## config.mk

```make
export PLATFORM = sky130hd
export DESIGN_NAME = nonce_job_ctrl
export DESIGN_NICKNAME = d
export VERILOG_FILES = /design/src/rtl/nonce_job_ctrl.sv
export SDC_FILE = /design/constraint.sdc
export NUM_CORES = 2
export LEC_CHECK = 0
export BUFFER_PORTS_ARGS = -buffer_cell sky130_fd_sc_hd__buf_2
export CAP_MARGIN = 5
export CORE_AREA = 2 2 741 743
export CTS_CLUSTER_DIAMETER = 40
export CTS_CLUSTER_SIZE = 28
export DETAILED_ROUTE_END_ITERATION = 6
export DIE_AREA = 0 0 743 745
export GPL_TIMING_DRIVEN = 0
export HOLD_SLACK_MARGIN = 0.12
export REMOVE_ABC_BUFFERS = 1
export SYNTH_ARGS = -nofsm -noshare
export SYNTH_HDL_FRONTEND = slang
export SYNTH_SLANG_ARGS = --single-unit
```

## constraint.sdc

```tcl
create_clock -name clk -period 5.58 [get_ports clk]
set_input_delay 0.837 -clock clk [delete_from_list [all_inputs] [get_ports clk]]
set_output_delay 0.837 -clock clk [all_outputs]
set_load 0.05 [all_outputs]
```

## src/rtl/nonce_job_ctrl.sv

```systemverilog
// Job sequencer for one heavy-hash mining lane: loads the target into the comparator,
// issues a nonce range to the pipeline and reports the golden nonce or range exhaustion.
module nonce_job_ctrl #(
    parameter int unsigned INFLIGHT_DEPTH = 64,
    parameter int unsigned CNT_W          = $clog2(INFLIGHT_DEPTH) + 1
) (
    input  logic         clk,
    input  logic         rst,
    input  logic         job_valid,
    output logic         job_ready,
    input  logic [255:0] job_target,
    input  logic [63:0]  job_nonce_start,
    input  logic [63:0]  job_nonce_end,
    input  logic         abort,
    output logic [31:0]  target_word,
    output logic         comp_start,
    output logic         comp_stop,
    input  logic         comp_stop_ack,
    input  logic         comp_result,
    input  logic         hash_pop,
    output logic [63:0]  nonce_out,
    output logic         nonce_valid,
    input  logic         nonce_ready,
    output logic         found_valid,
    output logic [63:0]  found_nonce,
    output logic         exhausted,
    output logic         busy,
    output logic         err_underflow
);

    localparam int unsigned      PTR_W   = $clog2(INFLIGHT_DEPTH);
    localparam logic [CNT_W-1:0] DEPTH_C = CNT_W'(INFLIGHT_DEPTH);

    localparam logic [2:0] S_IDLE     = 3'd0;
    localparam logic [2:0] S_ARM      = 3'd1;
    localparam logic [2:0] S_LOAD     = 3'd2;
    localparam logic [2:0] S_ISSUE    = 3'd3;
    localparam logic [2:0] S_WAIT     = 3'd4;
    localparam logic [2:0] S_STOPPING = 3'd5;

    logic [2:0]       r_state;
    logic [2:0]       w_next;
    logic [255:0]     r_target;
    logic [63:0]      r_end;
    logic [63:0]      r_cur;
    logic             r_empty_range;
    logic [2:0]       r_word;
    logic [63:0]      r_fifo [INFLIGHT_DEPTH];
    logic [PTR_W-1:0] r_rd_ptr;
    logic [PTR_W-1:0] r_wr_ptr;
    logic [CNT_W-1:0] r_count;
    logic [63:0]      r_last_popped;
    logic             r_comp_prev;
    logic             r_ack_seen;
    logic             r_found_valid;
    logic [63:0]      r_found_nonce;
    logic             r_exhausted;
    logic             r_busy;
    logic             r_err_underflow;

    logic w_active;
    logic w_empty;
    logic w_push;
    logic w_pop;
    logic w_hit;
    logic w_exhaust;

    assign w_active  = (r_state == S_ISSUE) || (r_state == S_WAIT);
    assign w_empty   = (r_count == '0);
    assign w_push    = nonce_valid && nonce_ready;
    assign w_pop     = hash_pop && !w_empty && w_active;
    assign w_hit     = w_active && comp_result && !r_comp_prev;
    assign w_exhaust = (r_state == S_WAIT) && w_empty && !comp_result;

    assign job_ready     = (r_state == S_IDLE);
    assign comp_start    = (r_state == S_ARM);
    assign comp_stop     = (r_state == S_STOPPING);
    assign target_word   = (r_state == S_LOAD) ? r_target[{r_word, 5'd0} +: 32] : '0;
    assign nonce_out     = r_cur;
    assign nonce_valid   = (r_state == S_ISSUE) && (r_count < DEPTH_C);
    assign found_valid   = r_found_valid;
    assign found_nonce   = r_found_nonce;
    assign exhausted     = r_exhausted;
    assign busy          = r_busy;
    assign err_underflow = r_err_underflow;

    // A hit takes priority over abort, and abort over normal progress/exhaustion.
    always_comb begin
        w_next = r_state;
        case (r_state)
            S_IDLE:     if (job_valid) w_next = S_ARM;
            S_ARM:      w_next = abort ? S_STOPPING : S_LOAD;
            S_LOAD: begin
                if (abort)              w_next = S_STOPPING;
                else if (r_word == 3'd7) w_next = r_empty_range ? S_WAIT : S_ISSUE;
            end
            S_ISSUE: begin
                if (w_hit || abort)                w_next = S_STOPPING;
                else if (w_push && r_cur == r_end) w_next = S_WAIT;
            end
            S_WAIT:     if (w_hit || abort || w_exhaust) w_next = S_STOPPING;
            S_STOPPING: if (comp_stop_ack && r_ack_seen) w_next = S_IDLE;
            default:    w_next = S_STOPPING;
        endcase
    end

    always_ff @(posedge clk) begin
        if (w_push) r_fifo[r_wr_ptr] <= r_cur;
    end

    // busy is registered from the next state so it reads 0 while rst is held.
    always_ff @(posedge clk) begin
        if (rst) begin
            r_state         <= S_STOPPING;
            r_target        <= '0;
            r_end           <= '0;
            r_cur           <= '0;
            r_empty_range   <= 1'b0;
            r_word          <= '0;
            r_rd_ptr        <= '0;
            r_wr_ptr        <= '0;
            r_count         <= '0;
            r_last_popped   <= '0;
            r_comp_prev     <= 1'b0;
            r_ack_seen      <= 1'b0;
            r_found_valid   <= 1'b0;
            r_found_nonce   <= '0;
            r_exhausted     <= 1'b0;
            r_busy          <= 1'b0;
            r_err_underflow <= 1'b0;
        end else begin
            r_state       <= w_next;
            r_busy        <= (w_next != S_IDLE);
            r_comp_prev   <= comp_result;
            r_found_valid <= w_hit;
            r_exhausted   <= w_exhaust && !abort;
            r_ack_seen    <= (r_state == S_STOPPING) && comp_stop_ack && (w_next == S_STOPPING);

            if (hash_pop && w_empty) r_err_underflow <= 1'b1;
            if (w_hit)               r_found_nonce   <= r_last_popped;

            if (r_state == S_IDLE && job_valid) begin
                r_target      <= job_target;
                r_end         <= job_nonce_end;
                r_cur         <= job_nonce_start;
                r_empty_range <= (job_nonce_start > job_nonce_end);
                r_found_nonce <= '0;
                r_word        <= '0;
            end

            if (r_state == S_LOAD) r_word <= r_word + 3'd1;

            // Equality-only end check: cur holds at end, so an all-ones end never wraps.
            if (r_state == S_ISSUE && w_push && r_cur != r_end) r_cur <= r_cur + 64'd1;

            if (r_state == S_STOPPING) begin
                r_rd_ptr <= '0;
                r_wr_ptr <= '0;
                r_count  <= '0;
            end else begin
                if (w_push) r_wr_ptr <= r_wr_ptr + 1'b1;
                if (w_pop) begin
                    r_rd_ptr      <= r_rd_ptr + 1'b1;
                    r_last_popped <= r_fifo[r_rd_ptr];
                end
                if (w_push && !w_pop)      r_count <= r_count + 1'b1;
                else if (!w_push && w_pop) r_count <= r_count - 1'b1;
            end
        end
    end

endmodule
```

==> flow_summary.yaml <==
place:
  port_buffers: 559
  placed_cell_area_mm2: 0.200
  gp_congestion: 0.901
  place_ws_ns: -1.32
  hpwl_um: 397000
routing:
  routedLengthMet1_um: 219000
  via_per_inst: 5.51
  met2_length_um: 269000
  drc_errors: 66
  drtIter0Drc: 15322
  routed_wl_um: 579000
  dr.pass1.iters: 7
  top_layer: "met5"
  antenna_left: 0
  routedWlPerCell_um: 31.7
  route.met3.wl_um: 66100
  dr_total_vias: 100664
finish:
  regArea_mm2: 0.134
  area_growth_pct: 24.3
  drive_gt1_share_pct: 31.9
  fin_util_pct: 40.9
  final_nets: 10940
  fillCellCount: 47774
  multi_input_area_mm2: 0.0438
  stdcell_area_mm2: 0.223
critical_path:
  rrSetupSlack_ns: -0.05
  rr_endpoint: "r_fifo[25][4]"
  reg2reg_from: "r_state[0]"
  required_ns: 6.35
  setup.worst_path.end_class: "register"
  cp-start-kind: "register"
  crit_arrival_ns: 6.39
  crit_type: "reg2reg"
  rr_worst_depth: 9
  cp_max_fo: 22
grt:
  gr-usage-all-layers_pct: 20.4
  grt_max_degree: 145
  antenna_found_initial: 133
  grt_pass1_vias: 100834
  grt_pass1_wl_um: 794000
  overflow: 0
pwr:
  p_comb_share_pct: 1.9
  seq_power_share_pct: 49.0
  p_per_area_mw_per_mm2: 342
  ir_worst_vdd_v: 0.000349
  power.net_switching_uw: 16700
  switching_share_pct: 21.8
  clock_power_share_pct: 49.1
  p_int_uw: 59700
  total_power_uw: 76400
  p_leak_uw: 0.0761
timing:
  finClkSkew_ns: 0.0632
  finalMaxSlewViolations: 3
  min_period_ns: 5.63
  clock.fmax_mhz: 178
  setup_tns_ns: -0.740
  worst_pin_slew_ns: 1.53
  min_period_over_period_pct: 101
  final-setup-viol-count: 31
  hold_viol: 0
  fin_ws_ns: -0.0453
  rsz0062_at_grt: "no"
  slew_headroom_pct: -3.02
synthesis:
  netlist.area_leader.share_pct: 68.5
  yosysSeqAreaShare_pct: 74.5
  netlist_instances: 9064
  synth_edf_count: 4096
  synth_area_mm2: 0.180
  yosysMostFrequentCell: "edfxtp_1"
  yosys.area.top_type: "edfxtp_1"
  async_flop_share_pct: 0
  ys_top_cells_by_area: "edfxtp_1 68%, mux4_2 17%, dfxtp_1 6.1%"
  synthFlopType: "edfxtp_1"
  yosysUniqueCellTypes: 73
  synth.avg_cell_area_um2: 19.8
  synth_common_cells: "4,096 x edfxtp_1, 1,344 x mux4_2, 934 x nand2_1"
  ys_seq_elements: 4640
  yosysWarnings: 0
min_path:
  min_from: "job_target[95]"
  hold_path_class: "in2reg"
  min_to: "r_target[95]"
  hold_depth: 3
floorplan:
  num_rows: 272
  dieArea_mm2: 0.554
  die_x_um: 743
  ioPinCount: 560
  die_h_um: 745
  start_util_pct: 32.9
  design.core.area_mm2: 0.546
run_status:
  status: "finished with violations"
  failed_checks: "DRC, capacitance limit, slew limit, setup timing"
cts:
  cts_buffers: 556
  htreeDepth: 6
  cts_buffer_depth: 4
  cts_sinks: 4640
  path_clk_slew_ns: 0.06
  clock_latency_ns: 1.08
  cts-root-buf: "clkbuf_16"
  cts_tree: "done"
flow_run:
  drv_cap: 1
## power groups by stage
stage / clock, uW / combinational [uW] / sequential (uW)
global placement: 0 / 956 / 38300
detailed placement: 0 / 1150 / 38200
CTS: 38000 / 1390 / 37400
finish: 37500 / 1420 / 37400
global route: 39400 / 1480 / 37400
floorplan: 0 / 325 / 38300
## flip-flops by register name (all words and copies together), names as in the netlist
| signal | cells |
|---|---|
| r_last_popped | 64 |
| exhausted | 1 |
| r_end | 64 |
| nonce_out | 64 |
| busy | 1 |
| r_fifo | 4096 |
| found_valid | 1 |
| r_comp_prev | 1 |
| r_empty_range | 1 |
| r_target | 256 |
| r_state | 3 |
| r_word | 3 |
| found_nonce | 64 |
| r_rd_ptr | 6 |
| r_ack_seen | 1 |
| r_count | 7 |
| r_wr_ptr | 6 |
| err_underflow | 1 |
## cell type report
type,instances,share of cell area [%]
tap,7261,4.07
sequential,4640,60.0
inverter,85,0.149
multi-input combinational,3795,19.6
clock buffer,621,6.50
clock inverter,395,2.18
timing repair buffer,1394,7.38
antenna,65,0.0729
## layout by cell type, fill, tap and decap left out, drive strengths merged, types with 16 or more instances in the layout
master       count
clkbuf         621
or3             29
o22ai           22
clkinv         181
a22oi           95
a21oi          577
inv            197
edfxtp        4096
nand3           43
dlygate4sd3    372
diode           65
nand4           55
o211ai          24
nor3            21
mux4          1344
nor2           210
and3            16
a21o            17
bufinv          54
ha              75
nor4            22
a31oi           38
xnor2           72
buf           1022
nand2          935
mux2i           56
clkinvlp        48
dfxtp          544
## worst max-delay path by stage
stage | startpoint | to | slack, ns | depth (start not counted)
6_report | r_state[0] | r_fifo[25][4] | -0.05 | 9
5_1_grt | r_state[1] | r_count[6] | 0.01 | 15
4_1_cts | r_state[0] | r_fifo[52][1] | 0.0007 | 9
3_5_place_dp | r_state[1] | r_fifo[31][34] | -1.32 | 9
3_3_place_gp | r_rd_ptr[0] | r_last_popped[54] | -59.01 | 6
2_1_floorplan | r_rd_ptr[0] | r_last_popped[51] | -38.76 | 5
## critical path, cell delays in order, from the launching register on
cell and delay (ns):
dfxtp_1 0.52, nand2_1 0.12, or2_2 0.35, nor2_2 0.72, nand2_2 0.71, nor2_1 0.52
nand3b_1 0.76, nor2_4 1.04, buf_12 0.28, buf_12 0.22
## cells by family after synthesis
family                     share of synthesized area (%)
xor gates and xnor gates                           0.410
adders and majority gates                          0.534
and+or+nand+nor                                     3.28
muxes                                               17.2
DFF                                                 74.5
buffers and inverters                               1.38
AOI/OAI and AO/OA                                   2.67
## metrics by stage
stage,hold WS (ns),cells
after floorplan,0.427,8520
after global placement,0.439,16340
after detailed placement,0.444,16769
after CTS,0.120,18188
after global routing,0.137,18228
final,0.167,18256
## repair_timing
action | CTS | global route
endpoints found under the hold margin | 339 | 0
hold buffers | 372 | 0
buffers inserted | 31 | 3
setup endpoints to repair | 3877 | 140
gates resized for setup | 2 | 2
pin swaps | 7 | 2
## metal layers
layer	track usage [%]	vias to the layer above
li1	-	40030
met5	0	-
met2	32.4	6108
met1	26.6	53219
met4	7.28	88
met3	6.09	1219
Power figures use the tool's default switching activity.
